===== config.mk =====
export PLATFORM = sky130hd
export DESIGN_NAME = uart_rx_framer
export DESIGN_NICKNAME = d
export VERILOG_FILES = /design/src/rtl/uart_rx_framer.sv
export SDC_FILE = /design/constraint.sdc
export NUM_CORES = 1
export LEC_CHECK = 0
export ABC_CLOCK_PERIOD_IN_PS = 4200
export BUFFER_PORTS_ARGS = -buffer_cell sky130_fd_sc_hd__clkbuf_2
export CAP_MARGIN = 20
export CORE_MARGIN = 4
export CORE_UTILIZATION = 47
export DETAILED_ROUTE_END_ITERATION = 12
export RECOVER_POWER = 100
export SETUP_SLACK_MARGIN = 0.1
export SLEW_MARGIN = 20
export SYNTH_ARGS = -nofsm -noshare
export SYNTH_HDL_FRONTEND = slang
export SYNTH_SLANG_ARGS = --single-unit
export TNS_END_PERCENT = 100

===== constraint.sdc =====
create_clock -name clk -period 4.2 [get_ports clk]
set_clock_uncertainty 0.2 [all_clocks]
set_input_delay 0.42 -clock clk [delete_from_list [all_inputs] [get_ports clk]]
set_output_delay 0.42 -clock clk [all_outputs]
set_load 0.02 [all_outputs]

===== src/rtl/uart_rx_framer.sv =====
// uart_rx_framer
//   Receive-side UART front end, fixed 8N1, LSB first. The raw rx pin is
//   synchronised, start bits are detected on a falling edge, and every bit is
//   taken as the majority of three samples around the bit centre. A good stop
//   bit emits the byte as a one-cycle write strobe towards the rx FIFO. A bad
//   stop bit raises framingError. An all-zero frame with a bad stop bit is
//   reported as a line break.
//
// Ports
//   clk            system clock
//   rst_n          asynchronous active-low reset
//   enable         receiver enable; low returns to IDLE and suppresses pulses
//   cyclesPerBit   bit period minus one in clk cycles, latched at each start bit
//   rx             raw asynchronous serial input, idle high
//   dataOut        last valid received byte, held between frames
//   dataAvailable  one-cycle strobe, dataOut carries a new byte
//   framingError   one-cycle strobe, stop bit sampled low
//   breakDetected  level, break seen; clears once the line has been high a bit time
//   busy           receiver is not in IDLE
module uart_rx_framer #(
  parameter int CLOCK_SCALE_BITS = 16
) (
  input  logic                        clk,
  input  logic                        rst_n,
  input  logic                        enable,
  input  logic [CLOCK_SCALE_BITS-1:0] cyclesPerBit,
  input  logic                        rx,
  output logic [7:0]                  dataOut,
  output logic                        dataAvailable,
  output logic                        framingError,
  output logic                        breakDetected,
  output logic                        busy
);

  localparam int W = CLOCK_SCALE_BITS;
  localparam logic [W-1:0] CNT_ONE = W'(1);
  localparam logic [W-1:0] MIN_PERIOD = W'(4);

  typedef enum logic [2:0] {
    IDLE,
    START,
    DATA,
    STOP,
    BREAK
  } state_e;

  state_e       state_q, state_d;
  logic         rx_meta_q, rxs_q, rxs_prev_q;
  logic [W-1:0] cnt_q, cnt_d;
  logic [W-1:0] period_q, period_d;
  logic [W-1:0] mid;
  logic [2:0]   bit_idx_q, bit_idx_d;
  logic [7:0]   shift_q, shift_d;
  logic [7:0]   data_out_q, data_out_d;
  logic         samp0_q, samp0_d, samp1_q, samp1_d;
  logic         data_avail_q, data_avail_d;
  logic         frame_err_q, frame_err_d;
  logic         break_q, break_d;
  logic         fall_edge, at_lo, at_mid, at_hi, at_end, majority;

  // Periods below 4 would put the first sample at or before count 0.
  function automatic logic [W-1:0] clamp_period(input logic [W-1:0] cpb);
    return (cpb < MIN_PERIOD) ? MIN_PERIOD : cpb;
  endfunction

  function automatic logic maj3(input logic a, input logic b, input logic c);
    return (a & b) | (a & c) | (b & c);
  endfunction

  assign fall_edge = rxs_prev_q & ~rxs_q;
  assign mid       = period_q >> 1;
  assign at_lo     = (cnt_q == mid - CNT_ONE);
  assign at_mid    = (cnt_q == mid);
  assign at_hi     = (cnt_q == mid + CNT_ONE);
  assign at_end    = (cnt_q == period_q);
  // Third sample is the live synchronised value at count mid+1.
  assign majority  = maj3(samp0_q, samp1_q, rxs_q);

  always_comb begin
    state_d      = state_q;
    cnt_d        = cnt_q;
    period_d     = period_q;
    bit_idx_d    = bit_idx_q;
    shift_d      = shift_q;
    data_out_d   = data_out_q;
    samp0_d      = at_lo ? rxs_q : samp0_q;
    samp1_d      = at_mid ? rxs_q : samp1_q;
    data_avail_d = 1'b0;
    frame_err_d  = 1'b0;
    break_d      = break_q;

    case (state_q)
      IDLE: begin
        if (fall_edge) begin
          period_d = clamp_period(cyclesPerBit);
          cnt_d    = '0;
          state_d  = START;
        end
      end
      START: begin
        cnt_d = at_end ? '0 : cnt_q + CNT_ONE;
        if (at_hi && majority) begin
          state_d = IDLE;
        end else if (at_end) begin
          bit_idx_d = 3'd0;
          state_d   = DATA;
        end
      end
      DATA: begin
        cnt_d = at_end ? '0 : cnt_q + CNT_ONE;
        if (at_hi) begin
          shift_d[bit_idx_q] = majority;
        end
        if (at_end) begin
          if (bit_idx_q == 3'd7) begin
            state_d = STOP;
          end else begin
            bit_idx_d = bit_idx_q + 3'd1;
          end
        end
      end
      STOP: begin
        // The decision comes at mid+1, which is always before the end of
        // the bit, so the counter never needs to wrap here. Leaving half a
        // bit early lets the next start bit be caught back-to-back.
        cnt_d = cnt_q + CNT_ONE;
        if (at_hi) begin
          if (majority) begin
            data_out_d   = shift_q;
            data_avail_d = 1'b1;
            state_d      = IDLE;
          end else begin
            frame_err_d = 1'b1;
            if (shift_q == 8'h00) begin
              break_d = 1'b1;
              cnt_d   = '0;
              state_d = BREAK;
            end else begin
              state_d = IDLE;
            end
          end
        end
      end
      BREAK: begin
        // Counts consecutive high cycles; any low cycle restarts the count.
        if (!rxs_q) begin
          cnt_d = '0;
        end else if (at_end) begin
          cnt_d   = '0;
          break_d = 1'b0;
          state_d = IDLE;
        end else begin
          cnt_d = cnt_q + CNT_ONE;
        end
      end
      default: state_d = IDLE;
    endcase

    if (!enable) begin
      state_d      = IDLE;
      break_d      = 1'b0;
      data_avail_d = 1'b0;
      frame_err_d  = 1'b0;
      data_out_d   = data_out_q;
    end
  end

  // Control and output registers
  always_ff @(posedge clk or negedge rst_n) begin
    if (!rst_n) begin
      rx_meta_q    <= 1'b1;
      rxs_q        <= 1'b1;
      rxs_prev_q   <= 1'b1;
      state_q      <= IDLE;
      cnt_q        <= '0;
      bit_idx_q    <= 3'd0;
      data_out_q   <= 8'h00;
      data_avail_q <= 1'b0;
      frame_err_q  <= 1'b0;
      break_q      <= 1'b0;
    end else begin
      rx_meta_q    <= rx;
      rxs_q        <= rx_meta_q;
      rxs_prev_q   <= rxs_q;
      state_q      <= state_d;
      cnt_q        <= cnt_d;
      bit_idx_q    <= bit_idx_d;
      data_out_q   <= data_out_d;
      data_avail_q <= data_avail_d;
      frame_err_q  <= frame_err_d;
      break_q      <= break_d;
    end
  end

  // Datapath registers; always written before being used in a frame
  always_ff @(posedge clk) begin
    period_q <= period_d;
    shift_q  <= shift_d;
    samp0_q  <= samp0_d;
    samp1_q  <= samp1_d;
  end

  assign dataOut       = data_out_q;
  assign dataAvailable = data_avail_q;
  assign framingError  = frame_err_q;
  assign breakDetected = break_q;
  assign busy          = (state_q != IDLE);

endmodule


# Yosys cells after proc, flatten, opt, wreduce, memory -nomap -nowiden
# Cells that the tools add are included.
[classes]
addsub = 4
magnitude_cmp = 3
eq_ne = 24
n_mux = 41
n_bitwise = 7
n_reduce_logical = 15
[op_table]
columns = ["op", "count"]
rows = [
  ["$mux W16", 6],
  ["$pmux W16 S4", 1],
  ["$eq A16 B16 Y1", 3],
  ["$mux W3", 14],
  ["$ne A3 B3 Y1 const B", 8],
  ["$add A15 B1 Y16 const B", 1],
  ["$add A16 B1 Y16 const B", 1],
  ["$eq A16 B15 Y1", 1],
  ["$lt A16 B3 Y1 const B", 1],
  ["$sub A15 B1 Y16 const B", 1],
  ["$mux W1", 15],
  ["$pmux W3 S5", 1],
  ["$ne A2 B2 Y1 const B", 5],
  ["$bwmux W8", 1],
  ["$logic_not A8 Y1", 1],
  ["$reduce_and A7 Y1", 1],
  ["$eq A3 B2 Y1 const B", 2],
  ["$eq A3 B3 Y1 const B", 2],
  ["$pmux W3 S2", 1],
  ["$reduce_and A2 Y1", 3],
  ["$reduce_and A6 Y1", 1],
  ["$reduce_and A5 Y1", 1],
  ["$and A1 B1 Y1", 4],
  ["$lt A3 B4 Y1 const B", 1],
  ["other kinds (16)", 18],
]
[totals]
regBits = 62
in_bits = 20
output_inout_bits = 12
elab_cells = 108

# Depth between registers and ports, before layout
# Gate-level depths: netlist of the first run.
[depth]
word_depth = 7
ltp_mapped = 13
ltp_nobuf = 11

# Least setup slack after synthesis of the first run
# Ideal clock, no wire load.
[synth_timing]
path_kind = "flip-flop to flip-flop"
startpoint = "reg period_q[8]"
endpoint = "reg shift_q[2], enable pin"
setup_time_ps = 305
arrival_ps = 2456
required_ps = 3695
setup_slack_ps = 1239
path_stages_with_launch = 10
path_buffers = 1
synth_period_minus_slack_ps = 2961
cell_sequence = "edfxtp_1 > clkbuf_8 > nand4_2 > or3_4 > or4b_1 > a211oi_1 > or3_4 > nand3b_2 > or3_1 > nor3b_2"
[synth_via]
elab_chain_cells = 3
[synth_lines]
columns = ["element", "line", "source"]
rows = [
  ["start, declared", "50", "logic [W-1:0] period_q, period_d;"],
  ["start signal, assigned", "197", "period_q <= period_d;"],
  ["$add A15 B1 Y16", "74", "assign at_hi = (cnt_q == mid + CNT_ONE);"],
  ["$eq A16 B16 Y1", "74", ""],
  ["$reduce_and A2 Y1 (no source line)", "--", ""],
  ["end signal, assigned", "198", "shift_q <= shift_d;"],
  ["end, declared", "53", "logic [7:0] shift_q, shift_d;"],
]
# Every way passes these cells.
# A chain may end at the register's enable or synchronous reset.

# Final worst setup path of the first run
[layout_timing]
startpoint = "reg period_q[9]"
endpoint = "reg cnt_q[0]"
[layout_via]
elab_chain_cells = 4
elab_cells_between_ends = 7
cone_classes = "add/sub: 1; eq/ne: 2; mux: 4"
[layout_lines]
columns = ["element", "line", "source"]
rows = [
  ["$add A15 B1 Y16 / $eq A16 B16 Y1 (equally long branches)", "74, 75", ""],
  ["$eq A16 B16 Y1 / $mux W16 (equally long branches)", "--", ""],
  ["$mux W16, on equally long branches", "127, 146", ""],
  ["$pmux W16 S4 *", "92", "case (state_q)"],
  ["end signal, assigned", "186", "cnt_q <= cnt_d;"],
  ["end, declared", "49", "logic [W-1:0] cnt_q, cnt_d;"],
]
# Mark *: on every way between the ends. The rest lies on a longest branch, timed or not.

==> run summary, run 1 <==
Layout cells sized above 1: 11.7%
R2R setup slack: 570 ps
Placed cell area: 4270 um2
Sequential Power Share: 46.8%
Int Pwr: 1.08 mW
DRT iter0 DRCs: 182
Clock H-tree levels: 3
Tcrit/Tclk final: 86.4%
Outcome: finished with violations
DRC Markers: 0
Sequential area share after synthesis: 39.4%
Worst Setup EP: cnt_q[0]
Psw: 425 uW
Mapped Cells: 460
GR Overflow Total: 0
Final Cell Area: 4430 um2
CTS tree: done
Initial Util: 48.6%
RePlAce Congestion: 0.889
Layout area overhead: 3.60%
Detail Placement HPWL: 6700 um
Most used cell along the critical path: nor4_1
Static leakage: 1.76 nW
Hold_buf cts: 1
DIE HEIGHT: 103 um
Routed length on met2: 4050 um
Final ANT Viol Nets: 0
Post-Syn Area: 4280 um2
Comb pwr share: 12.9%
Worst-path fanout max: 23
Num CTS Buffers: 9
Clk_lat worst skew: 340 ps
Post-synthesis cell type count: 70
NumNets Final: 483
TritonRoute pass-1 iters: 5
Critical Path AT: 3660 ps
Synth Register Bits: 62
N_diodes: 0
I/O Pins: 32
Number of global-route vias before repair: 3023
Clk root buf: clkbuf_8
Crit end category: register
WP data required: 4230 ps
Slew Limit Fails: 37
Slowest cell on the critical path: edfxtp_1
Fmax: 276 MHz
Sw frac: 28.2%
CTS sink count: 62
Min cycle time layout: 3630 ps
WL/cell: 15.9 um
Deepest clock path buffer count: 2
Num rows: 34
DR top layer: met4
Headroom to the max-slew limit: -34.5%
FF-to-FF End: cnt_q[0]
Die area: 10700 um2
Post-CTS resize count: 0
CP startpoint: period_q[9]
All-Layer GR Usage: 18.3%
Class of the most critical setup path: register to register
Routed met1 length: 4380 um
Worst-path clk slew: 80 ps
Critical Path Max Stage Delay: 590 ps
Number of port buffers: 31
Worst r2r path cells: 9
Hold Vio Cnt, Final: 0
Pwr Density: 340 nW/um2
# Max-Cap Violations: 1
Met3 routed WL: 473 um
Total power: 1.51 mW
Synthesis Warnings: 0
Reg2reg start: period_q[9]
Crit start category: register
DR vias: 3263
Actual slew at the worst max-slew pin: 2020 ps
Clock power share: 40.3%
Final setup TNS: 0 ps
Ys async rst share: 58.1%
Die width: 103 um
First-pass GRT wire length: 15200 um
Pin count of the biggest net entering global routing: 37
Setup bufs post-CTS: 0
Vias/cell: 5.71
Final setup vio count: 0
RSZ-0062 raised after global routing: false
EDFF count, synth: 26
Synth Net Count: 485
Crit-path cells: nand4_1 -> or3_1 -> nor4_1 -> xor2_1 -> nor4_1 -> and4b_4 -> o21ai_0 -> clkbuf_2 -> mux2_2
Post-Syn Area per Cell: 9.30 um2
Worst ir drop on vdd: 221 uV
Final wirelength: 9070 um
Initial antenna violation count: 0
Core ar.: 8810 um2
Hold Crit Class: input port to register
Ys flop type: dfrtp_1
Failing checks: max-capacitance violations, max-slew violations
worst max-delay path, delay by kind of cell, from the launching register on:
family | cells | cell delay [ps]
multiplexers | 1 | 360
AO/OA/AOI/OAI | 1 | 80
buffers and inverters | 1 | 320
XOR/XNOR | 1 | 140
AND/OR/NAND/NOR | 5 | 1830
flip-flops | 1 | 590
power groups by stage:
stage / clock [mW] / combinational (mW) / sequential, mW
2_1_floorplan: 0 / 0.192 / 0.679
3_3_place_gp: 0 / 0.198 / 0.716
3_5_place_dp: 0 / 0.199 / 0.718
4_1_cts: 0.620 / 0.200 / 0.705
5_1_grt: 0.650 / 0.216 / 0.710
6_report: 0.606 / 0.194 / 0.705
worst min path at each step:
stage                           from  depth (start not counted)  slack, ps      endpoint
floorplan                      rst_n                          0        -80  bit_idx_q[0]
global placement           rx_meta_q                          0        150         rxs_q
detailed placement         rx_meta_q                          0        150         rxs_q
CTS                            rst_n                          1         40    dataOut[2]
global route        cyclesPerBit[15]                          1         60  period_q[15]
finish              cyclesPerBit[15]                          1         70  period_q[15]
synthesized netlist by cell type, types with 3 or more instances:
| library cell | instances | area share, % |
|---|---|---|
| xnor2_1 | 17 | 3.5 |
| inv_1 | 22 | 1.9 |
| or3_2 | 4 | 0.70 |
| o21ai_0 | 23 | 2.7 |
| mux2i_1 | 7 | 1.6 |
| edfxtp_1 | 26 | 18 |
| nand3_1 | 26 | 3.0 |
| o21bai_1 | 3 | 0.53 |
| or4_1 | 5 | 0.88 |
| a21oi_1 | 20 | 2.3 |
| buf_6 | 4 | 1.1 |
| a22o_1 | 3 | 0.61 |
| ha_1 | 5 | 1.5 |
| nor4_1 | 17 | 2.5 |
| nor2_1 | 26 | 2.3 |
| clkbuf_8 | 10 | 3.2 |
| and2_1 | 5 | 0.73 |
| buf_2 | 4 | 0.47 |
| and3_1 | 8 | 1.2 |
| nor3_1 | 15 | 1.8 |
| or3_1 | 4 | 0.59 |
| a31oi_1 | 3 | 0.44 |
| dfstp_2 | 3 | 1.8 |
| nand3b_1 | 5 | 0.88 |
| or2_2 | 3 | 0.44 |
| clkbuf_1 | 29 | 2.5 |
| nand2b_1 | 4 | 0.59 |
| xor2_1 | 30 | 6.1 |
| nand2_1 | 31 | 2.7 |
| o211ai_1 | 4 | 0.70 |
| mux2_2 | 9 | 2.4 |
| nand4_1 | 5 | 0.73 |
| dfrtp_1 | 33 | 19 |
area by class of cell:
cell class | instances | area, um2
inverters | 23 | 86.3
multi-input cells | 326 | 2140
fillers | 820 | 4380
well taps | 108 | 135
clock buffers | 9 | 124
flip-flops and latches | 62 | 1690
repair buffers | 36 | 159
clock inverters | 7 | 104
registers in the layout, indices dropped and copies added (netlist names):
signal and count:
cnt_q 16, period_q 16, dataOut 8, shift_q 8, bit_idx_q 3, state_q 3
breakDetected 1, dataAvailable 1, framingError 1, rx_meta_q 1, rxs_prev_q 1, rxs_q 1
samp0_q 1, samp1_q 1
cells by family after synthesis:
group | after synthesis | share of synthesized area, %
AND/OR/NAND/NOR | 181 | 24.5
flip-flops | 62 | 39.4
buffers and inverters | 72 | 9.60
AO/OA/AOI/OAI | 77 | 11.4
adder cells (fa/ha/maj) | 5 | 1.46
XOR/XNOR | 47 | 9.63
multiplexers | 16 | 4.01
per-stage QoR:
step | instances | hold slack, ps | utilization [%] | worst slack, ps
after CTS | 571 | 44.4 | 51.2 | 901
final | 571 | 66.9 | 50.3 | 571
after global routing | 571 | 56.0 | 50.3 | 314
after floorplan | 460 | -75.6 | - | 1240
after global placement | 554 | 147 | 48.5 | 968
after detailed placement | 554 | 149 | 48.5 | 886
cell usage in the layout (no fill, tap or decap), types with 15 or more instances in the layout:
cell type   n
nand2_1    31
xor2_1     30
o21ai_0    24
nor4_1     18
nor2_1     26
dfrtp_1    33
xnor2_1    17
clkbuf_1   25
a21oi_1    20
edfxtp_1   26
nand3_1    27
inv_1      23
nor3_1     15
metal layers:
metal  global-route usage (%)  vias up
li1                         -     1626
met1                     26.4     1520
met2                     26.7      104
met3                     3.89       13
met4                     7.37        0
met5                        0        -
No activity file was read; power rests on OpenSTA's default activity.
==> inputs of run 2 (changes only) <==
ABC_CLOCK_PERIOD_IN_PS = 3930   (was 4200)
clock period = 3.93 ns   (was 4.2 ns; I/O delays follow)
==> run summary, run 2 (synthesis results as in run 1) <==
Most common cell after layout, fill and taps aside: dfrtp_1
Hold Vio Cnt, Final: 0
Clk_lat worst skew: 350 ps
Crit start category: register
Die area: 10700 um2
Initial Util: 48.6%
DR vias: 3294
Die width: 103 um
Post-Place Cells: 554
CP top delay family: simple AND/OR/NAND/NOR gates
RSZ-0062 raised after global routing: false
Outcome: finished with violations
Number of global-route vias before repair: 3187
Final setup TNS: 0 ps
Num CTS Buffers: 9
DRC Markers: 0
Clock H-tree levels: 3
Final wirelength: 9120 um
DRT iter0 DRCs: 160
Final ANT Viol Nets: 0
RePlAce Congestion: 0.890
Detail Placement HPWL: 6840 um
CP startpoint: period_q[9]
Worst-path clk slew: 70 ps
Tcrit/Tclk final: 89.0%
NumNets Final: 483
Largest regs: cnt_q (16), period_q (16)
Reg2reg start: period_q[9]
Hold_buf cts: 1
DIE HEIGHT: 103 um
Pwr Density: 362 nW/um2
Class of the most critical setup path: register to register
WL/cell: 16.0 um
Crit-path cells: nand4_1 -> or3_4 -> nor4_1 -> xor2_1 -> nor4_1 -> nand3b_2 -> inv_1 -> nand3_1 -> mux2_2
Worst ir drop on vdd: 193 uV
Worst-path fanout max: 12
Hold Crit Class: input port to register
Most used cell along the critical path: nor4_1
Min cycle time layout: 3500 ps
Final setup vio count: 0
Number of port buffers: 31
First-pass GRT wire length: 15400 um
Critical Path Max Stage Delay: 580 ps
Critical Path AT: 3530 ps
Hold path start: cyclesPerBit[6]
Clk root buf: clkbuf_8
Post-CTS resize count: 0
CTS tree: done
Initial antenna violation count: 0
GR Overflow Total: 0
Slew Limit Fails: 37
Commonest non-fill, non-tap cells in the layout: dfrtp_1, nand2_1, xor2_1
CTS sink count: 62
Deepest clock path buffer count: 2
Layout cells sized above 1: 11.9%
Crit path buf inv count: 1
Post-Layout Cell Count: 571
Layout area overhead: 3.74%
WP data required: 3960 ps
Fmax: 286 MHz
I/O Pins: 32
N_diodes: 0
Actual slew at the worst max-slew pin: 2000 ps
Filler cells: 822
Setup bufs post-CTS: 0
TritonRoute pass-1 iters: 4
Core ar.: 8810 um2
Crit end category: register
All-Layer GR Usage: 18.6%
Headroom to the max-slew limit: -33.3%
Pin count of the biggest net entering global routing: 37
Slowest cell on the critical path: edfxtp_1
# Max-Cap Violations: 1
Static leakage: 1.76 nW
Num rows: 34
Failing checks: max-capacitance violations, max-slew violations
Vias/cell: 5.77
-- run 2: report_power, final --
part,internal [mW],switching [mW]
combinational,0.0887,0.121
sequential,0.701,0.0518
clock,0.364,0.278
-- run 2: path summary, 6_finish.rpt --
kind	to	slack, ps	cells past startpoint
max in group asynchronous	cnt_q[10]	1970	1
hold reg to reg	rxs_q	160	0
min in group asynchronous	cnt_q[4]	400	1
setup reg to reg	dataOut[3]	430	9
setup / recovery	dataOut[3]	430	9
hold / removal	period_q[6]	40	1
-- run 2: cell type report --
class                   instances  area (um2)  share of cell area, %
clock inverters                 7         103                   2.31
multi-input cells             326        2140                   48.3
well taps                     108         135                   3.05
flip-flops and latches         62        1690                   38.0
inverters                      23        86.3                   1.95
repair buffers                 36         161                   3.64
clock buffers                   9         124                   2.79
-- run 2: stage by stage --
step | utilization, % | hold slack, ps | total power, mW | cell area (um2) | setup slack (ps)
after floorplan | - | -103 | 0.931 | 4280 | 969
after global placement | 48.5 | 147 | 0.977 | 4270 | 696
after detailed placement | 48.5 | 148 | 0.979 | 4270 | 629
after CTS | 51.2 | 7.48 | 1.63 | 4510 | 630
after global routing | 50.4 | 28.0 | 1.68 | 4440 | 214
final | 50.4 | 36.2 | 1.61 | 4440 | 432
-- run 2: routing by layer --
metal  share of wire, %  vias up  global-route usage (%)
met4                3.1        0                    8.37
met3                5.5       25                    3.29
li1                   -     1625                       -
met2                 44      104                    27.7
met5                  0        -                       0
met1                 48     1540                    26.2
-- run 2: worst reg2reg max path: cells and delay by family, from the launching register on --
family | cells | cell delay [ps]
flip-flops | 1 | 580
buffers and inverters | 1 | 140
AND/OR/NAND/NOR | 6 | 1930
XOR/XNOR | 1 | 140
multiplexers | 1 | 400
